## config.mk

```make
export PLATFORM = sky130hd
export DESIGN_NAME = tape_kcs_player
export DESIGN_NICKNAME = d
export VERILOG_FILES = /design/src/rtl/tape_kcs_pkg.sv /design/src/rtl/kcs_bit_gen.sv /design/src/rtl/tape_kcs_player.sv
export SDC_FILE = /design/constraint.sdc
export NUM_CORES = 1
export LEC_CHECK = 0
export CAP_MARGIN = 20
export CORE_UTILIZATION = 54
export CTS_CLUSTER_SIZE = 28
export DETAILED_ROUTE_END_ITERATION = 10
export GPL_ROUTABILITY_DRIVEN = 0
export PLACE_DENSITY = 0.71
export SYNTH_ARGS = -nofsm -noshare
export SYNTH_HDL_FRONTEND = slang
export SYNTH_SLANG_ARGS = --single-unit
```

## constraint.sdc

```tcl
create_clock -name CLK12 -period 5.81 [get_ports CLK12]
set_input_delay 0.8715 -clock CLK12 [delete_from_list [all_inputs] [get_ports CLK12]]
set_output_delay 0.8715 -clock CLK12 [all_outputs]
set_load 0.02 [all_outputs]
```

## src/rtl/tape_kcs_pkg.sv

```systemverilog
// Shared types and tone timing for the KCS tape player.
// Half-periods are derived from the system clock so a scaled clock keeps the same waveform shape.
package tape_kcs_pkg;

    typedef enum logic [2:0] {
        IDLE,
        LEADER,
        FETCH,
        START,
        DATA,
        STOP
    } state_t;

    localparam int unsigned DEFAULT_CLK_HZ = 12_000_000;

    localparam logic [4:0] HALVES_ZERO_300  = 5'd8;
    localparam logic [4:0] HALVES_ONE_300   = 5'd16;
    localparam logic [4:0] HALVES_ZERO_1200 = 5'd2;
    localparam logic [4:0] HALVES_ONE_1200  = 5'd4;

    function automatic logic [15:0] half_lo_of(input int unsigned clk_hz);
        return 16'(clk_hz / 2400);
    endfunction

    function automatic logic [15:0] half_hi_of(input int unsigned clk_hz);
        return 16'(clk_hz / 4800);
    endfunction

    localparam logic [15:0] HALF_LO = half_lo_of(DEFAULT_CLK_HZ);
    localparam logic [15:0] HALF_HI = half_hi_of(DEFAULT_CLK_HZ);

    // Number of half-periods making up one bit; every case spans the same bit time.
    function automatic logic [4:0] halves_per_bit(input logic bit_val, input logic baud_1200);
        logic [4:0] n;
        case ({baud_1200, bit_val})
            2'b00:   n = HALVES_ZERO_300;
            2'b01:   n = HALVES_ONE_300;
            2'b10:   n = HALVES_ZERO_1200;
            default: n = HALVES_ONE_1200;
        endcase
        return n;
    endfunction

endpackage

```

## src/rtl/kcs_bit_gen.sv

```systemverilog
// KCS tone generator: plays one FSK bit per start strobe and pulses bit_done on its last clock.
// A new start may coincide with bit_done so consecutive bits run back to back with no gap.
module kcs_bit_gen
    import tape_kcs_pkg::*;
#(
    parameter logic [15:0] HALF_LO_CLKS = HALF_LO,
    parameter logic [15:0] HALF_HI_CLKS = HALF_HI
) (
    input  logic clk,
    input  logic rst_n,
    input  logic start,
    input  logic bit_val,
    input  logic baud_1200,
    input  logic enable,
    input  logic clear,
    output logic tape_out,
    output logic bit_done
);

    logic        running;
    logic        cur_bit;
    logic        cur_baud;
    logic [15:0] half_cnt;
    logic [4:0]  half_idx;
    logic [15:0] half_last;
    logic [4:0]  halves_last;
    logic        half_end;

    assign half_last   = cur_bit ? (HALF_HI_CLKS - 16'd1) : (HALF_LO_CLKS - 16'd1);
    assign halves_last = halves_per_bit(cur_bit, cur_baud) - 5'd1;
    assign half_end    = running && enable && (half_cnt == half_last);
    assign bit_done    = half_end && (half_idx == halves_last);

    // Bit value and baud are captured only at start, so a baud change never cuts a bit short.
    always_ff @(posedge clk or negedge rst_n) begin
        if (!rst_n) begin
            running  <= 1'b0;
            cur_bit  <= 1'b0;
            cur_baud <= 1'b0;
            half_cnt <= 16'd0;
            half_idx <= 5'd0;
            tape_out <= 1'b0;
        end else if (clear) begin
            running  <= 1'b0;
            half_cnt <= 16'd0;
            half_idx <= 5'd0;
            tape_out <= 1'b0;
        end else begin
            if (half_end) begin
                tape_out <= ~tape_out;
            end
            if (start) begin
                running  <= 1'b1;
                cur_bit  <= bit_val;
                cur_baud <= baud_1200;
                half_cnt <= 16'd0;
                half_idx <= 5'd0;
            end else if (bit_done) begin
                running  <= 1'b0;
                half_cnt <= 16'd0;
                half_idx <= 5'd0;
            end else if (half_end) begin
                half_cnt <= 16'd0;
                half_idx <= half_idx + 5'd1;
            end else if (running && enable) begin
                half_cnt <= half_cnt + 16'd1;
            end
        end
    end

endmodule

```

## src/rtl/tape_kcs_player.sv

```systemverilog
// Tape player top: sequences leader, byte frames and idle mark bits, pulling bytes over valid/ready.
// Tone generation lives in kcs_bit_gen; this level only decides which bit comes next.
module tape_kcs_player
    import tape_kcs_pkg::*;
#(
    parameter int unsigned CLK_HZ      = 12_000_000,
    parameter logic [15:0] LEADER_BITS = 16'd2400,
    parameter int unsigned STOP_BITS   = 2
) (
    input  logic       CLK12,
    input  logic       RESET_N,
    input  logic       PLAY,
    input  logic       ABORT,
    input  logic       BAUD_1200,
    input  logic       MOTOR,
    input  logic [7:0] DATA_IN,
    input  logic       DATA_VALID,
    output logic       DATA_READY,
    input  logic       DATA_EOF,
    output logic       TAPE_OUT,
    output logic       BUSY
);

    localparam int unsigned STOP_N    = (STOP_BITS < 1) ? 1 : ((STOP_BITS > 2) ? 2 : STOP_BITS);
    localparam logic [3:0]  LAST_STOP = 4'(STOP_N - 1);

    state_t      state, state_next;
    logic [15:0] leader_cnt, leader_next;
    logic [3:0]  bit_idx, idx_next;
    logic [7:0]  shreg, shreg_next;
    logic        filler, filler_next;
    logic        play_d;
    logic        play_rise;
    logic        bit_start;
    logic        bit_val;
    logic        bit_done;
    logic        ready;

    assign play_rise  = PLAY && !play_d;
    assign DATA_READY = ready;
    assign BUSY       = (state != IDLE);

    kcs_bit_gen #(
        .HALF_LO_CLKS(half_lo_of(CLK_HZ)),
        .HALF_HI_CLKS(half_hi_of(CLK_HZ))
    ) u_bit_gen (
        .clk      (CLK12),
        .rst_n    (RESET_N),
        .start    (bit_start),
        .bit_val  (bit_val),
        .baud_1200(BAUD_1200),
        .enable   (MOTOR),
        .clear    (ABORT),
        .tape_out (TAPE_OUT),
        .bit_done (bit_done)
    );

    // play_d resets high so a PLAY level already present at reset release is not taken as an edge.
    always_ff @(posedge CLK12 or negedge RESET_N) begin
        if (!RESET_N) begin
            state      <= IDLE;
            leader_cnt <= 16'd0;
            bit_idx    <= 4'd0;
            shreg      <= 8'd0;
            filler     <= 1'b0;
            play_d     <= 1'b1;
        end else begin
            state      <= state_next;
            leader_cnt <= leader_next;
            bit_idx    <= idx_next;
            shreg      <= shreg_next;
            filler     <= filler_next;
            play_d     <= PLAY;
        end
    end

    // bit_done is already gated by MOTOR, so a stopped motor freezes every bit-driven transition.
    always_comb begin
        state_next  = state;
        leader_next = leader_cnt;
        idx_next    = bit_idx;
        shreg_next  = shreg;
        filler_next = filler;
        bit_start   = 1'b0;
        bit_val     = 1'b1;
        ready       = 1'b0;
        if (ABORT) begin
            state_next  = IDLE;
            leader_next = 16'd0;
            idx_next    = 4'd0;
            filler_next = 1'b0;
        end else begin
            case (state)
                IDLE: begin
                    if (play_rise && MOTOR) begin
                        leader_next = 16'd0;
                        if (LEADER_BITS == 16'd0) begin
                            state_next = FETCH;
                        end else begin
                            bit_start  = 1'b1;
                            state_next = LEADER;
                        end
                    end
                end
                LEADER: begin
                    if (bit_done) begin
                        if (leader_cnt == LEADER_BITS - 16'd1) begin
                            leader_next = 16'd0;
                            state_next  = FETCH;
                        end else begin
                            leader_next = leader_cnt + 16'd1;
                            bit_start   = 1'b1;
                        end
                    end
                end
                FETCH: begin
                    // filler marks an idle mark bit in flight while no byte is available.
                    if (filler) begin
                        if (bit_done) begin
                            filler_next = 1'b0;
                        end
                    end else if (MOTOR) begin
                        ready = 1'b1;
                        if (DATA_VALID) begin
                            shreg_next = DATA_IN;
                            bit_start  = 1'b1;
                            bit_val    = 1'b0;
                            state_next = START;
                        end else if (DATA_EOF) begin
                            state_next = IDLE;
                        end else begin
                            filler_next = 1'b1;
                            bit_start   = 1'b1;
                        end
                    end
                end
                START: begin
                    if (bit_done) begin
                        idx_next   = 4'd0;
                        bit_start  = 1'b1;
                        bit_val    = shreg[0];
                        state_next = DATA;
                    end
                end
                DATA: begin
                    if (bit_done) begin
                        bit_start = 1'b1;
                        if (bit_idx == 4'd7) begin
                            idx_next   = 4'd0;
                            state_next = STOP;
                        end else begin
                            idx_next = bit_idx + 4'd1;
                            bit_val  = shreg[bit_idx[2:0] + 3'd1];
                        end
                    end
                end
                STOP: begin
                    if (bit_done) begin
                        if (bit_idx == LAST_STOP) begin
                            idx_next   = 4'd0;
                            state_next = FETCH;
                        end else begin
                            idx_next  = bit_idx + 4'd1;
                            bit_start = 1'b1;
                        end
                    end
                end
                default: state_next = IDLE;
            endcase
        end
    end

endmodule

```

==> results of run 1 <==
-- power breakdown --
| part | total (W) | internal, W | switching, W |
|---|---|---|---|
| logic | 0.000169 | 0.0000830 | 0.0000864 |
| registers | 0.000464 | 0.000435 | 0.0000297 |
| clock network | 0.000321 | 0.000168 | 0.000153 |
-- per-stage QoR --
stage	hold WS (ns)	instance area [sq um]	worst slack, ns	std cells
6_report	0.4788	3742	2.221	448
5_1_grt	0.4867	3742	2.083	448
4_1_cts	0.4807	3735	2.211	447
3_5_place_dp	0.4724	3575	2.228	431
3_3_place_gp	0.4658	3575	2.251	431
2_1_floorplan	0.4459	3359	3.406	349
-- logic make-up (layout without fill, tap and decap cells) --
| kind of cell | count (synthesis) | in the layout | synth area share (%) |
|---|---|---|---|
| simple gates | 158 | 158 | 27.19 |
| compound gates | 72 | 72 | 14.34 |
| flops | 58 | 58 | 43.24 |
| buf+inv | 23 | 47 | 3.166 |
| xor+xnor | 19 | 19 | 4.953 |
| mux | 14 | 14 | 5.251 |
| fa+ha+maj | 5 | 5 | 1.862 |
-- area by class of cell --
cell class | count | area [sq um]
Fill cell | 543 | 2213
Multi-Input combinational cell | 268 | 1800
Sequential cell | 58 | 1453
Timing Repair Buffer | 21 | 197.7
Clock buffer | 16 | 160.2
Tap cell | 75 | 93.84
Inverter | 10 | 37.54
-- per-layer routing --
layer | up-vias | wire [um] | global-route usage, %
met5 | - | 0 | 0
met4 | 0 | 97 | 8.750
met3 | 8 | 233 | 5.730
met2 | 51 | 3225 | 36.39
met1 | 1321 | 3501 | 34.03
li1 | 1317 | - | -
-- state kept, by name, indices dropped and copies added (netlist names) --
signal	cells
u_bit_gen.cur_baud	1
u_bit_gen.half_idx	5
u_bit_gen.running	1
u_bit_gen.tape_out	1
u_bit_gen.cur_bit	1
shreg	8
leader_cnt	16
state	3
filler	1
bit_idx	4
u_bit_gen.half_cnt	16
play_d	1
-- worst max-delay path, cell delays in order --
cell	delay, ns
clkdlybuf4s50_1	0.69
clkinv_1	0.34
and3_1	0.27
clkdlybuf4s50_1	0.54
-- cells in the final DEF (no fill, tap or decap), types with 4 or more instances in the layout --
cell and count:
inv_1 9, nor2b_1 5, and2_1 4, ha_1 5, nor4bb_1 5, nand2b_1 8, o31ai_1 9, nor2_1 33
and4_1 5, clkbuf_8 10, mux2_2 9, dfrtp_1 57, nand4_1 13, nand2_1 26, nand3b_1 4, a21oi_1 13
clkdlybuf4s50_1 17, o21ai_0 26, clkbuf_1 6, xor2_1 4, nor3_1 9, xnor2_1 15, nand3_1 16, nor3_2 8
-- worst max path at each step --
stage	slack, ns	endpoint	startpoint	cells after the start
after floorplan	3.41	leader_cnt[12]	ABORT	7
after global placement	2.25	DATA_READY	ABORT	4
after detailed placement	2.23	DATA_READY	ABORT	4
after CTS	2.21	DATA_READY	ABORT	4
after global routing	2.08	DATA_READY	ABORT	4
final	2.22	DATA_READY	ABORT	4
==> results.toml, run 1 <==
[status]
status = "complete, no violations"

[clock_tree]
cts.clk_slew.worst_paths_ns = 0.06
cts_hold_buf = 0
cts_buffer_depth = 2
cts_resized = 0
root_buffer = "clkbuf_8"
postCtsSetupBuffers = 0
clk_latency_ns = 0.34
cts_tree = "yes"
cts-htree-levels = 3
cts_buffers = 9
cts.sinks = 58

[routing]
dr_total_vias = 2697
drt_iter0_markers = 206
wire_per_inst_um = 15.75
dr.pass1.iters = 4
drt_wl_total_um = 7058
drc_errors = 0
ant_nets = 0
viasPerCell = 6.020

[global_route]
globalRouteTotalUtil_pct = 24.23
grt_pass1_vias = 2572
grt.overflow.total = 0
grt_max_degree = 59
antenna_found_initial = 0
grt_pass1_wl_um = 12020

[logic_synthesis]
synth_top_area_share_pct = 42.46
synth_area_leaders = "dfrtp_1 (42%), xnor2_1 (3.9%), o21ai_0 (3.9%), nor2_1 (3.7%), mux2_2 (3.0%)"
ys_seq_elements = 58
ys.flop_type = "dfrtp_1"
synth-warning-count = 0
synth.most_common_cell = "dfrtp_1"
syn_area_sq_um = 3359
synth_edf_count = 0
synth.distinct_cells = 62
synthArstFlopShare_pct = 100.0
avgSynthCellArea_sq_um = 9.626
synth_commonest_cells = "dfrtp_1 (57), nor2_1 (33), nand2_1 (26), o21ai_0 (26), nand3_1 (16)"
synth_area_leader_cell = "dfrtp_1"
syn_nets = 370
syn_inst = 349
yosysSeqAreaShare_pct = 43.24

[min_path]
min_path_type = "register to register"
hold_end = "leader_cnt[15]"
min_from = "leader_cnt[15]"
whs_path_depth = 1

[critical_path]
reg2reg_to = "bit_idx[3]"
worst-r2r-cell-count = 6
required_ns = 4.94
critical_path_arrival_ns = 2.72
r2r-start = "u_bit_gen.half_cnt[3]"
crit_path_end_kind = "output port"
crit_type = "input pin to output port"
reg2reg_slack_ns = 3.09
path_max_fanout = 10
crit_path_start_kind = "input pin"

[sta]
finClkSkew_ns = 0.009027
period_share_pct = 61.77
clock.fmax_mhz = 278.6
finalHoldViolCount = 0
slew_headroom_pct = 50.70
rsz0062_at_grt = "false"
timing.setup.tns_ns = 0
min_period_ns = 3.589
worstMarginPinSlew_ns = 0.7395
setup_viol = 0
drv_slew = 0

[floorplan]
io_pins = 19
rows = 28
initial_core_util_pct = 56.41
die_area_sq_um = 6541
coreArea_sq_um = 5956
die_height_um = 80.88
die_w_um = 80.88

[placement]
port_buffers = 18
hpwl_um = 4876

[power]
p_leak_nw = 1.510
power_density_nw_per_um2 = 255.0
ir_drop_uv = 217.9
total_power_w = 0.0009543

[finish]
final_core_util_pct = 62.84
nNetsFinal = 389
syn2layout_area_growth_pct = 11.40
antennaDiodeCount = 0
drive_above_1_share_pct = 11.80

[job]
maxCapViolations = 0
No activity file was read; power rests on OpenSTA's default activity.
==> run 2: changes to the inputs <==
Settings changed: PLACE_DENSITY 0.71 to 0.74.
Clock period 5.81 ns to 3.16 ns, I/O delays scaled along.
==> run 2 against run 1 <==
Compared with the run above:
- power rose by 97%
- core utilization rose by 1.9 points
- clock skew about the same
- global-route usage grew 0.51 points
- highest routed layer unchanged
- clock power grew 120%
- final cell count up 1.3%
- combinational power up 91%
- via count grew 0.56%
- register-to-register slack got worse by 2.4 ns
- first-iteration DRC count fell by 6.8%
- routed wire length fell by 2.0%
- cell area increased by 3.0%
==> results.toml, run 2 (synthesis gave the netlist of run 1 again) <==
[routing]
wire_per_inst_um = 15.23
drt_iter0_markers = 192
dr_total_vias = 2712
drc_errors = 0
drt_wl_total_um = 6915
dr.pass1.iters = 5
viasPerCell = 5.974
ant_nets = 0

[sta]
min_period_ns = 2.626
finalHoldViolCount = 0
setup_viol = 0
rsz0062_at_grt = "false"
clock.fmax_mhz = 380.8
timing.setup.tns_ns = 0
drv_slew = 0
worstMarginPinSlew_ns = 0.5079
finClkSkew_ns = 0.008687
fin_hold_ws_ns = 0.4825
period_share_pct = 83.11
slew_headroom_pct = 65.83

[critical_path]
crit_path_end_kind = "output port"
slowest_delay_ns = 0.62
crit_top_cell = "clkdlybuf4s50_1"
path_max_fanout = 4
reg2reg_to = "bit_idx[3]"
required_ns = 2.69
critical_path_arrival_ns = 2.15
reg2reg_slack_ns = 0.69
r2r-start = "u_bit_gen.half_cnt[3]"
crit_family = "buffers and inverters"
cp_cell_sequence = "clkdlybuf4s50_1 -> nor2b_1 -> and3_1 -> clkdlybuf4s50_1"
crit_buf_inv = 2
crit_slowest_cell = "clkdlybuf4s50_1"
crit_type = "input pin to output port"
worst-r2r-cell-count = 6
crit_path_start_kind = "input pin"

[global_route]
grt.overflow.total = 0
grt_max_degree = 45
antenna_found_initial = 0
globalRouteTotalUtil_pct = 24.74
grt_pass1_vias = 2620
grt_pass1_wl_um = 12320

[placement]
hpwl_um = 4841
placed_cells = 437
port_buffers = 18

[clock_tree]
cts_resized = 0
cts_buffer_depth = 2
clk_latency_ns = 0.33
cts.clk_slew.worst_paths_ns = 0.06
root_buffer = "clkbuf_8"
cts.sinks = 58
cts_tree = "yes"
cts-htree-levels = 3
postCtsSetupBuffers = 0
cts_buffers = 9

[finish]
final_cell_count_no_fill = 454
reg.largest.list = "leader_cnt: 16 flops, u_bit_gen.half_cnt: 16 flops, shreg: 8 flops"
antennaDiodeCount = 0
drive_above_1_share_pct = 14.25
final_cell_mix = "dfrtp_1 (57), nor2_1 (33), nand2_1 (26), o21ai_0 (26), clkdlybuf4s50_1 (17)"
final_common_cell = "dfrtp_1"
nNetsFinal = 396
syn2layout_area_growth_pct = 14.71

[power]
p_leak_nw = 1.576
ir_drop_uv = 365.2
power_density_nw_per_um2 = 487.3

[floorplan]
initial_core_util_pct = 56.41
rows = 28
die_height_um = 80.88
io_pins = 19
die_area_sq_um = 6541
die_w_um = 80.88
coreArea_sq_um = 5956

[status]
status = "complete, no violations"

[job]
maxCapViolations = 0

[min_path]
min_path_type = "input pin to asynchronous set/reset pin"
run 2: through the flow:
| step | cell area, sq um | setup WS [ns] | total power [W] | utilization [%] |
|---|---|---|---|---|
| 2_1_floorplan | 3359 | 1.017 | 0.001074 | - |
| 3_3_place_gp | 3620 | 0.5737 | 0.001175 | 60.78 |
| 3_5_place_dp | 3620 | 0.4246 | 0.001182 | 60.78 |
| 4_1_cts | 3824 | 0.5449 | 0.001895 | 64.20 |
| 5_1_grt | 3854 | 0.4669 | 0.001970 | 64.71 |
| 6_report | 3854 | 0.5337 | 0.001878 | 64.71 |
run 2: what timing repair did:
action                     in CTS  in global routing
hold buffers                    0                  1
hold endpoints to repair        0                  3
setup endpoints to repair       0                  0
run 2: worst max-delay path by stage:
stage / depth (start not counted) / endpoint / slack, ns / start
floorplan: 8 / u_bit_gen.half_cnt[7] / 1.02 / state[2]
global placement: 7 / bit_idx[3] / 0.57 / MOTOR
detailed placement: 6 / state[0] / 0.42 / ABORT
CTS: 4 / DATA_READY / 0.54 / MOTOR
global route: 6 / bit_idx[3] / 0.47 / u_bit_gen.half_cnt[3]
finish: 4 / DATA_READY / 0.53 / MOTOR
run 2: layer usage:
| layer | vias up | track usage [%] | part of all wire [%] |
|---|---|---|---|
| met2 | 79 | 35.63 | 44 |
| li1 | 1340 | - | - |
| met1 | 1279 | 35.86 | 49 |
| met4 | 0 | 11.43 | 2.1 |
| met5 | - | 0 | 0 |
| met3 | 14 | 4.607 | 4.6 |
run 2: cell type report:
type                       instances  area (sq um)
fill                             514          2102
multi-input combinational        268          1800
sequential                        58          1453
timing repair buffer              28         265.3
clock buffer                      13         168.9
tap                               75         93.84
inverter                          10         37.54
clock inverter                     2         35.03
run 2: power by group:
part | switching [W] | leakage [nW] | total (W) | internal (W)
Clock | 0.000281 | 0.106 | 0.000705 | 0.000423
Sequential | 0.0000521 | 0.796 | 0.000851 | 0.000799
Combinational | 0.000161 | 0.675 | 0.000322 | 0.000161
Total | 0.000495 | 1.58 | 0.00188 | 0.00138
==> run 3: changes to the inputs <==
Clock period 3.16 ns to 2.1 ns, I/O delays scaled along.
==> run 3 against run 2 <==
Compared with the run above:
- the flow now finishes with violations (negative setup slack)
- highest routed layer unchanged
- cell area rose by 16%
- critical path depth rose by 4
- clock-buffer cell count did not move
- final cell count rose by 14%
- die area did not move
- non-clock buffer count rose by 64
- core utilization rose by 11 points
- critical path type is now register to register
- global-route usage rose by 3.5 points
- largest cell class unchanged
- power rose by 51%
- hold slack got worse by 0.047 ns
- setup slack got worse by 0.64 ns
- sequential share of layout area fell by 5.3 points
- critical endpoint is now u_bit_gen.half_idx[1]
==> results.toml, run 3 (synthesis gave the netlist of run 1 again) <==
[status]
status = "finished, violations left"
violations = "negative setup slack"

[routing]
wire_per_inst_um = 16.90
dr.pass1.iters = 4
ant_nets = 0
drt_wl_total_um = 8771
drt_iter0_markers = 218
dr_total_vias = 3104
viasPerCell = 5.981
drc_errors = 0

[sta]
period_share_pct = 104.9
worstMarginPinSlew_ns = 0.4963
min_period_ns = 2.203
slew_headroom_pct = 66.06
setup_viol = 22
clock.fmax_mhz = 454.0
drv_slew = 0
rsz0062_at_grt = "true"
finalHoldViolCount = 0
finClkSkew_ns = 0.006421
finalWorstSetupSlack_ns = -0.1029

[clock_tree]
cts_buffers = 9
root_buffer = "clkbuf_8"
cts.clk_slew.worst_paths_ns = 0.06
cts_tree = "yes"
cts.sinks = 58
cts-htree-levels = 3
clk_latency_ns = 0.34
cts_buffer_depth = 2

[finish]
antennaDiodeCount = 0
reg.largest.list = "leader_cnt: 16 flops, u_bit_gen.half_cnt: 16 flops, shreg: 8 flops"
fill_cells = 419
final_cell_mix = "buf_4 (66), dfrtp_1 (55), nor2_1 (30)"
drive_above_1_share_pct = 32.88
nNetsFinal = 460
syn2layout_area_growth_pct = 33.52
final_area_sq_um = 4486
final_common_cell = "buf_4"

[job]
maxCapViolations = 0

[critical_path]
cp-startpoint = "u_bit_gen.cur_bit"
crit_path_end_kind = "register"
required_ns = 2.33
path_max_fanout = 6
critical_path_arrival_ns = 2.44
r2r-start = "u_bit_gen.cur_bit"
reg2reg_slack_ns = -0.10
crit_path_start_kind = "register"
crit_type = "register to register"

[floorplan]
initial_core_util_pct = 56.41
die_height_um = 80.88
io_pins = 19
die_area_sq_um = 6541
coreArea_sq_um = 5956
die_w_um = 80.88
rows = 28

[power]
power_density_nw_per_um2 = 631.4
p_leak_nw = 1.916
ir_drop_uv = 610.6

[global_route]
grt_max_degree = 41
grt_pass1_wl_um = 13790
antenna_found_initial = 0
grt_pass1_vias = 2989
grt.overflow.total = 0
globalRouteTotalUtil_pct = 28.23

[min_path]
min_path_type = "input pin to register"
min_from = "PLAY"

[placement]
hpwl_um = 5980
port_buffers = 18
place_ws_ns = -0.2119
dpl-instance-area_sq_um = 4085
run 3: final cells by class:
class                   count  area [sq um]  share of cell area [%]
flip-flops and latches     58          1455                   32.44
inverters                  10         37.54                  0.8368
repair buffers             92         775.7                   17.29
multi-input cells         268          1959                   43.68
well taps                  75         93.84                   2.092
clock inverters             3         15.01                  0.3347
clock buffers              13         148.9                   3.319
run 3: critical path: stages (launching register included):
cell	delay [ns]
dfrtp_2	0.47
nor4bb_1	0.36
o21bai_1	0.20
a211oi_4	0.45
buf_6	0.17
buf_6	0.10
or2_4	0.12
nor2_2	0.03
a22o_1	0.17
run 3: path summary, 6_finish.rpt:
path | cells after the start | endpoint
setup / recovery | 8 | u_bit_gen.half_idx[1]
hold / removal | 1 | play_d
setup reg to reg | 8 | u_bit_gen.half_idx[1]
hold reg to reg | 1 | leader_cnt[15]
max in group asynchronous | 3 | play_d
min in group asynchronous | 2 | u_bit_gen.half_cnt[15]
run 3: power breakdown:
part           internal, W  switching, W
Combinational     0.000330      0.000335
Sequential         0.00120     0.0000677
Clock             0.000455      0.000441
Total              0.00199      0.000844
run 3: metal layers:
metal  up-vias  part of all wire [%]  track usage, %
met3        25                   4.4           4.494
met2        84                    49           45.80
li1       1471                     -               -
met1      1524                    44           37.33
met4         0                   2.6           12.14
met5         -                     0               0
run 3: through the flow:
step                setup TNS (ns)  hold slack [ns]  utilization [%]  std cells  power [W]
floorplan                        0          0.01941                -        349   0.001616
global placement            -2.840           0.2853            68.59        495   0.001860
detailed placement          -5.497           0.2823            68.59        495   0.001886
CTS                       -0.03504           0.4331            72.37        513   0.002788
global route                -3.032           0.4523            75.32        519   0.002942
finish                      -1.084           0.4357            75.32        519   0.002832
run 3: what timing repair did:
item / in CTS / in global routing
hold buffers: 1 / 0
resized for setup: 17 / 43
pin swaps: 10 / 18
setup endpoints to repair: 19 / 44
endpoints found under the hold margin: 18 / 0
buffers inserted: 1 / 6
==> edit (settings of run 3) <==
`shreg` no longer has a reset.
--- a/src/rtl/tape_kcs_player.sv
+++ b/src/rtl/tape_kcs_player.sv
@@ -61,17 +61,19 @@
             state      <= IDLE;
             leader_cnt <= 16'd0;
             bit_idx    <= 4'd0;
-            shreg      <= 8'd0;
             filler     <= 1'b0;
             play_d     <= 1'b1;
         end else begin
             state      <= state_next;
             leader_cnt <= leader_next;
             bit_idx    <= idx_next;
-            shreg      <= shreg_next;
             filler     <= filler_next;
             play_d     <= PLAY;
         end
+    end
+
+    always_ff @(posedge CLK12) begin
+        shreg <= shreg_next;
     end
 
     // bit_done is already gated by MOTOR, so a stopped motor freezes every bit-driven transition.
Behaviour: same outputs for any inputs over 10 cycles, from zero or initial values and one cycle with RESET_N low; that may be too few to reach the edited logic, so the function may still have changed.
==> edit against run 3 <==
The run still ends with negative setup slack left. Power up 24%. Sequential cell count unchanged. Die area down 4.3%. Largest power group unchanged. Clock skew up 0.72 ps. Area after synthesis down 4.4%. Non-clock buffer count up 10. Critical path depth unchanged. Final area up 1.8%. Highest routed layer unchanged. Critical endpoint is now state[0]$_DFFE_PN0P_. First-iteration DRC count down 27%. Setup slack worse by 370 ps. Combinational power up 77%. Routed wire length down 4.3%.
==> edit: results (changes against run 3) <==
| Stage | Quantity | Reported | Change |
|:---|:---|:---|:---|
| grt | Grt met3 use | 6.437% | was 4.494% |
| finish | Area taken by multi-input logic gates | 1856 um^2 | was 1959 um^2 |
| finish | Number of buffers outside the clock class in the layout | 102 | was 92 |
| critical path | Slowest Stage Delay on Critical Path | 540 ps | was 470 ps |
| finish | Layout area overhead | 42.17% | was 33.52% |
| clock network | Post-CTS Setup Inserts | 12 | was 1 |
| timing | Worst relative slew slack | 63.08% | was 66.06% |
| placement | Post-placement setup slack | -518.4 ps | was -211.9 ps |
| critical path | Endpoint arrival time on the critical path | 2790 ps | was 2440 ps |
| synth | Cell types with the largest area share after synthesis | sky130_fd_sc_hd__dfrtp_1, sky130_fd_sc_hd__edfxtp_1, sky130_fd_sc_hd__o21ai_0 | was sky130_fd_sc_hd__dfrtp_1, sky130_fd_sc_hd__xnor2_1, sky130_fd_sc_hd__o21ai_0 |
| synth | Post-synth cell types | 57 | was 62 |
| grt | Pin count of the biggest net entering global routing | 26 | was 41 |
| drt | DRT Pass-1 Iters | 5 | was 4 |
| finish | Count of multi-input combinational gates | 259 | was 268 |
| timing | Tightest hold margin | 412.1 ps | was 435.7 ps |
| timing | Post-route setup TNS | -16880 ps | was -1084 ps |
| power and ir drop | Fraction of power spent switching nets | 32.31% | was 29.79% |
| finish | Final std cells w/o fill | 518 | was 519 |
| finish | Count of fill cells added during filler insertion | 351 | was 419 |
| drt | Wire length on met2 | 4.232 mm | was 4.283 mm |
| synth | Synth Instances | 339 | was 349 |
| finish | Final-layout clock buffer total | 11 | was 13 |
| synth | Number of enable flip-flop cells after synthesis | 8 | was 0 |
| synth | Synthesized Nets | 360 | was 370 |
| status | Violations in the final reports | negative setup slack | unchanged |
| drt | Met3 wirelength from detailed routing | 306 um | was 383 um |
| timing | Number of setup violations in the final report | 49 | was 22 |
| timing | Fin worst setup slack | -473.3 ps | was -102.9 ps |
| finish | Non-Clock Buffer Area Fraction | 19.53% | was 17.29% |
| power and ir drop | Ratio of total power to cell area | 771.0 nW/um^2 | was 631.4 nW/um^2 |
| timing | Final setup skew | 7.142 ps | was 6.421 ps |
| grt | Met2 global-route usage | 47.50% | was 45.80% |
| critical path | Launch instance of the worst register-to-register path | u_bit_gen.half_cnt[14]$_DFFE_PN0P_ | was u_bit_gen.cur_bit$_DFFE_PN0P_ |
| synth | Most frequent cells after synthesis | sky130_fd_sc_hd__dfrtp_1, sky130_fd_sc_hd__nor2_1, sky130_fd_sc_hd__o21ai_0 | was sky130_fd_sc_hd__dfrtp_1, sky130_fd_sc_hd__nor2_1, sky130_fd_sc_hd__nand2_1, sky130_fd_sc_hd__o21ai_0, sky130_fd_sc_hd__nand3_1 |
| status | Status | complete, but fails checks | unchanged |
| power and ir drop | Leakage power total | 1.985 nW | was 1.916 nW |
| power and ir drop | Clk network pwr share | 29.2% | was 31.7% |
| critical path | Critical path's top delay family | simple AND/OR/NAND/NOR gates | was compound AO/OA/AOI/OAI gates |
| floorplan | Area of the core | 5608 um^2 | was 5956 um^2 |
[edit: kinds of logic (layout without fill, tap and decap cells)]
logic type	count (synthesis)	after routing	share of synthesized area [%]
xor+xnor	16	16	4.362
flops	58	58	46.46
compound gates	82	82	16.24
mux	6	6	2.765
simple gates	150	150	25.47
fa+ha+maj	5	5	1.947
buf+inv	22	129	2.765
[edit: worst min path at each step]
stage	end	startpoint
2_1_floorplan	bit_idx[0]$_DFFE_PN0P_	RESET_N
3_3_place_gp	u_bit_gen.half_idx[1]$_DFFE_PN0P_	RESET_N
3_5_place_dp	u_bit_gen.half_idx[1]$_DFFE_PN0P_	RESET_N
4_1_cts	play_d$_DFF_PN1_	PLAY
5_1_grt	play_d$_DFF_PN1_	PLAY
6_report	play_d$_DFF_PN1_	PLAY
